===== src/rtl/uart_frame_pkg.sv =====
// uart_frame_pkg: shared frame size, command characters and transmitter state encoding
package uart_frame_pkg;
  localparam int DEF_FRAME_BYTES = 18;
  localparam logic [7:0] CMD_SEND_TX              = 8'h40;
  localparam logic [7:0] CMD_SHOOTING_FLAGS       = 8'h41;
  localparam logic [7:0] CMD_AES_KEY_STORE        = 8'h42;
  localparam logic [7:0] CMD_AES_PLAINTEXT_STORE  = 8'h43;
  localparam logic [7:0] CMD_PRIVILEGED_EXECUTOR  = 8'h44;
  localparam logic [7:0] CMD_DEV_READ_MEM_ADDRESS = 8'h61;
  localparam logic [7:0] CMD_DEV_READ_VALUES      = 8'h62;
  typedef enum logic [1:0] {IDLE, START, DATA, STOP} tx_state_e;
endpackage


===== src/rtl/uart_frame_tx_baud.sv =====
// uart_baud_gen: oversample tick divider pulsing bit_end on the last clock of each bit time
module uart_baud_gen #(
  parameter int BR_LIMIT      = 672,
  parameter int BR_BITS       = 10,
  parameter int TICKS_PER_BIT = 16
) (
  input  logic clk,
  input  logic nreset,
  input  logic clr,
  output logic bit_end
);
  localparam int SUB_W = TICKS_PER_BIT > 1 ? $clog2(TICKS_PER_BIT) : 1;
  logic [BR_BITS-1:0] tick_q, tick_d;
  logic [SUB_W-1:0] sub_q, sub_d;
  logic tick;
  assign tick    = tick_q == BR_BITS'(BR_LIMIT - 1);
  assign bit_end = tick && sub_q == SUB_W'(TICKS_PER_BIT - 1);
  always_comb begin
    tick_d = clr || tick ? '0 : tick_q + 1'b1;
    sub_d  = clr || bit_end ? '0 : tick ? sub_q + 1'b1 : sub_q;
  end
  always_ff @(posedge clk or negedge nreset) begin
    if (!nreset) begin
      tick_q <= '0;
      sub_q  <= '0;
    end else begin
      tick_q <= tick_d;
      sub_q  <= sub_d;
    end
  end
endmodule


===== src/rtl/uart_frame_tx.sv =====
// uart_frame_tx: accepts a whole command frame and serialises it as back-to-back 8N1 bytes
module uart_frame_tx
  import uart_frame_pkg::*;
#(
  parameter int FRAME_BYTES   = DEF_FRAME_BYTES,
  parameter int BR_LIMIT      = 672,
  parameter int BR_BITS       = 10,
  parameter int TICKS_PER_BIT = 16,
  parameter int STOP_BITS     = 1,
  parameter int AUTO_END      = 1
) (
  input  logic                     clk,
  input  logic                     nreset,
  input  logic [FRAME_BYTES*8-1:0] frame_i,
  input  logic                     frame_v_i,
  output logic                     ready_o,
  output logic                     tx_o,
  output logic                     busy_o,
  output logic                     done_o
);
  localparam int FW     = FRAME_BYTES * 8;
  localparam int BYTE_W = FRAME_BYTES > 1 ? $clog2(FRAME_BYTES) : 1;
  tx_state_e state_q, state_d;
  logic [BYTE_W-1:0] byte_q, byte_d;
  logic [2:0] bit_q, bit_d;
  logic stop_q, stop_d;
  logic [FW-1:0] buf_q, buf_d, load;
  logic [7:0] cur_d;
  logic tx_q, tx_d;
  logic bit_end, accept, last_byte, last_stop;
  // the end character is forced to repeat the command character
  assign load      = AUTO_END != 0 ? {frame_i[7:0], frame_i[FW-9:0]} : frame_i;
  assign last_byte = byte_q == BYTE_W'(FRAME_BYTES - 1);
  assign last_stop = stop_q == 1'(STOP_BITS - 1);
  // ready during the final stop-bit cycle lets the next frame start with no idle gap
  assign done_o    = state_q == STOP && bit_end && last_stop && last_byte;
  assign busy_o    = state_q != IDLE && !done_o;
  assign ready_o   = !busy_o;
  assign accept    = frame_v_i && ready_o;
  assign tx_o      = tx_q;
  uart_baud_gen #(
    .BR_LIMIT     (BR_LIMIT),
    .BR_BITS      (BR_BITS),
    .TICKS_PER_BIT(TICKS_PER_BIT)
  ) u_baud (
    .clk    (clk),
    .nreset (nreset),
    .clr    (accept || state_q == IDLE),
    .bit_end(bit_end)
  );
  always_comb begin
    state_d = state_q;
    byte_d  = byte_q;
    bit_d   = bit_q;
    stop_d  = stop_q;
    buf_d   = buf_q;
    case (state_q)
      START: if (bit_end) state_d = DATA;
      DATA: if (bit_end) begin
        bit_d = bit_q + 1'b1;
        if (bit_q == 3'd7) state_d = STOP;
      end
      STOP: if (bit_end) begin
        stop_d = last_stop ? 1'b0 : stop_q + 1'b1;
        if (last_stop) begin
          state_d = last_byte ? IDLE : START;
          byte_d  = last_byte ? '0 : byte_q + 1'b1;
          buf_d   = buf_q >> 8;
        end
      end
      default: ;
    endcase
    if (accept) begin
      state_d = START;
      byte_d  = '0;
      bit_d   = '0;
      stop_d  = 1'b0;
      buf_d   = load;
    end
    cur_d = buf_d[7:0];
    tx_d  = state_d == START ? 1'b0 : state_d == DATA ? cur_d[bit_d] : 1'b1;
  end
  always_ff @(posedge clk or negedge nreset) begin
    if (!nreset) begin
      state_q <= IDLE;
      byte_q  <= '0;
      bit_q   <= '0;
      stop_q  <= 1'b0;
      buf_q   <= '0;
      tx_q    <= 1'b1;
    end else begin
      state_q <= state_d;
      byte_q  <= byte_d;
      bit_q   <= bit_d;
      stop_q  <= stop_d;
      buf_q   <= buf_d;
      tx_q    <= tx_d;
    end
  end
endmodule


===== config.mk =====
export PLATFORM = sky130hd
export DESIGN_NAME = uart_frame_tx
export DESIGN_NICKNAME = d
export VERILOG_FILES = /design/src/rtl/uart_frame_pkg.sv /design/src/rtl/uart_frame_tx_baud.sv /design/src/rtl/uart_frame_tx.sv
export SDC_FILE = /design/constraint.sdc
export NUM_CORES = 1
export LEC_CHECK = 0
export BUFFER_PORTS_ARGS = -buffer_cell sky130_fd_sc_hd__buf_4
export CORE_UTILIZATION = 60
export CTS_CLUSTER_DIAMETER = 30
export DETAILED_ROUTE_END_ITERATION = 10
export PLACE_DENSITY = 0.84
export SETUP_SLACK_MARGIN = 0.2
export SLEW_MARGIN = 0
export SYNTH_ARGS = -nofsm -noshare
export SYNTH_HDL_FRONTEND = slang
export SYNTH_SLANG_ARGS = --single-unit

===== constraint.sdc =====
create_clock -name clk -period 4.44 [get_ports clk]
set_clock_uncertainty 0.1 [all_clocks]
set_input_delay 0.444 -clock clk [delete_from_list [all_inputs] [get_ports clk]]
set_output_delay 0.444 -clock clk [all_outputs]
set_load 0.01 [all_outputs]

==> impl_metrics.json <==
{
  "insertion_delay_ns": 0.43,
  "htreeDepth": 4,
  "overflow": 0,
  "synth_top_flop_cell": "dfrtp_1",
  "synth_cell_types": 46,
  "port_buffers": 142,
  "first_pass_iters": 5,
  "cts_sinks": 169,
  "cts_buffers": 17,
  "cts_setup_buffers": 0,
  "worstMarginPinSlew_ns": 1.04,
  "yosysWarnings": 0,
  "ys_ff_latch": 169,
  "required_ns": 4.68,
  "syn_to_final_growth_pct": 20.9,
  "worst_setup_path_start_kind": "flop",
  "die_x_um": 117,
  "fin_crit_sh": 0.818,
  "die_h_um": 117,
  "cts_tree": "built",
  "routed_wirelength_um": 17700,
  "post_dp_cell_area_mm2": 0.00905,
  "fin_util": 0.753,
  "status": "finished with violations",
  "wl_per_cell_um": 16.5,
  "cts_buffer_depth": 2,
  "max-cap-violations": 0,
  "grt_pass1_wl_um": 28300,
  "grt_max_degree": 133,
  "hold_viol": 3,
  "power-per-cell-area_mw_per_mm2": 379,
  "worstSetupPathType": "reg2reg",
  "synthArstFlopShare": 1.00,
  "drt_iter0_drc": 562,
  "ant_nets": 0,
  "core_area_mm2": 0.0127,
  "synthTopCellsByArea": "dfrtp_1 53%, mux2i_1 17%, nand2_1 7.3%, o21ai_0 4.9%, o21ai_1 3.8%",
  "nets": 1042,
  "grt_pass1_vias": 5962,
  "hold_buffers": 0,
  "synth_top_area_cell": "dfrtp_1",
  "viasPerCell": 5.61,
  "gp_congestion": 0.875,
  "synth_edf_count": 0,
  "n_antenna_cell": 0,
  "peakVddDrop_mv": 0.288,
  "final_cell_area_mm2": 0.00958,
  "slew_viol_final": 0,
  "fin_hold_ws_ns": -0.0158,
  "route.detailed.drc": 0,
  "min_period_ns": 3.63,
  "via_count": 6008,
  "hpwlAfterDp_um": 12200,
  "rsz0062_at_grt": "false",
  "max_freq_ghz": 0.275,
  "cts_root_buf": "clkbuf_16",
  "setup_viol": 0,
  "dieArea_mm2": 0.0137,
  "path_clk_slew_ns": 0.06,
  "ys_seq_area_frac": 0.534,
  "start_util": 0.623,
  "grt.total_usage": 0.275,
  "relSlewSlack": 0.304,
  "violations": "negative hold slack",
  "netlist_instances": 770,
  "synth.cell_area_mm2": 0.00792,
  "syn_area_per_cell_um2": 10.3,
  "cts-resized-gates": 0,
  "endpoint_kind": "flop",
  "setup-tns-final_ns": 0,
  "crit_fanout": 64,
  "yosys.area.top_type_share": 0.531,
  "p_leak_uw": 0.00485,
  "holdCritPathClass": "in2async",
  "arrival_ns": 3.87,
  "drive_gt1_frac": 0.207,
  "io_pins": 151,
  "antenna_found_initial": 0,
  "rows": 41,
  "synthesis.nets": 923
}
## critical path, cell delays in order, from the launching register on
cell	delay, ns
dfrtp_1	0.42
ha_1	0.25
nand3_1	0.24
or4_4	0.60
buf_4	0.92
mux2i_1	0.32
or3_1	0.13
o21ai_1	0.07
a2111oi_2	0.40
a211oi_2	0.08
## registers in the layout (all words and copies together) (netlist names)
signal	flops
u_baud.sub_q	4
tx_o	1
bit_q	3
state_q	2
byte_q	5
u_baud.tick_q	10
buf_q	144
## placed cells by master, fill, tap and decap left out, types with 4 or more instances in the layout
master	netlist	layout
ha_1	6	6
o21ai_0	78	78
clkbuf_1	16	4
nor2_1	25	25
nand3_1	18	18
clkbuf_8	0	5
buf_4	0	146
mux2i_1	138	138
xnor2_1	4	4
and3_1	4	4
clkbuf_16	0	17
a21oi_1	9	9
dfrtp_1	168	168
inv_1	4	4
o21ai_1	60	60
nand4_1	4	4
nor3_1	4	4
nand2_1	155	155
xor2_1	8	8
## area by class of cell
cell class | count | area [µm²]
inverter | 4 | 15.0
tap | 172 | 215
timing repair buffer | 149 | 1150
clock inverter | 3 | 15.0
clock buffer | 26 | 509
multi-input combinational | 548 | 3440
sequential | 169 | 4230
fill | 883 | 3150
## layer usage
layer,vias to the layer above,global-route usage,wire length [µm]
met1,2880,0.361,7640
met5,-,0,0
met2,199,0.456,8820
li1,2905,-,-
met3,24,0.0577,990
met4,0,0.0996,272
## synthesized netlist by cell type, types with 2 or more instances
master and instances:
dfrtp_1 168, nand2_1 155, mux2i_1 138, o21ai_0 78, o21ai_1 60, nor2_1 25
buf_2 20, nand3_1 18, clkbuf_1 16, buf_1 10, a21oi_1 9, xor2_1 8
ha_1 6, and3_1 4, inv_1 4, nand4_1 4, nor3_1 4, xnor2_1 4
buf_6 3, nor2b_1 3, a211oi_2 2, a311oi_1 2, a31oi_1 2, and2_1 2
o31ai_1 2, or2_2 2, or3_1 2
## path summary, 6_finish.rpt
| check | cells after the start | startpoint | end | slack [ns] |
|---|---|---|---|---|
| worst min register to register | 1 | u_baud.tick_q[0]$_DFF_PN0_ | u_baud.tick_q[0]$_DFF_PN0_ | 0.40 |
| worst max-delay path | 9 | u_baud.sub_q[0]$_DFFE_PN0P_ | tx_o$_DFF_PN1_ | 0.81 |
| worst max register to register | 9 | u_baud.sub_q[0]$_DFFE_PN0P_ | tx_o$_DFF_PN1_ | 0.81 |
| worst min-delay path | 1 | nreset | u_baud.tick_q[7]$_DFF_PN0_ | -0.02 |
| max in group asynchronous | 2 | nreset | byte_q[0]$_DFFE_PN0P_ | 3.18 |
| min in group clk | 3 | frame_i[135] | buf_q[135]$_DFFE_PN0P_ | 0.12 |
## kinds of logic (layout without fill, tap and decap cells)
logic type,Yosys count,count (layout),share of synthesized area
AO/OA/AOI/OAI,161,161,0.110
XOR/XNOR,12,12,0.0133
adder cells (fa/ha/maj),6,6,0.00948
buffers and inverters,53,182,0.0311
flip-flops,169,169,0.534
multiplexers,139,139,0.176
AND/OR/NAND/NOR,230,230,0.126
## report_power, final
group	total [µW]	internal [µW]	leakage [µW]	switching [µW]
registers	1890	1730	0.00189	153
logic	404	218	0.00270	186
clock network	1340	777	0.000262	562
## metrics by stage
stage	cells	hold WS, ns	worst slack [ns]	total power [µW]
after detailed placement	1042	0.389	0.847	2310
after global placement	1042	0.361	0.918	2270
after global routing	1071	0.0613	0.569	3780
after CTS	1071	0.0440	0.826	3650
final	1071	-0.0158	0.807	3630
after floorplan	770	0.0484	1.38	2080
Note: power is estimated with default switching activity, not from simulation.
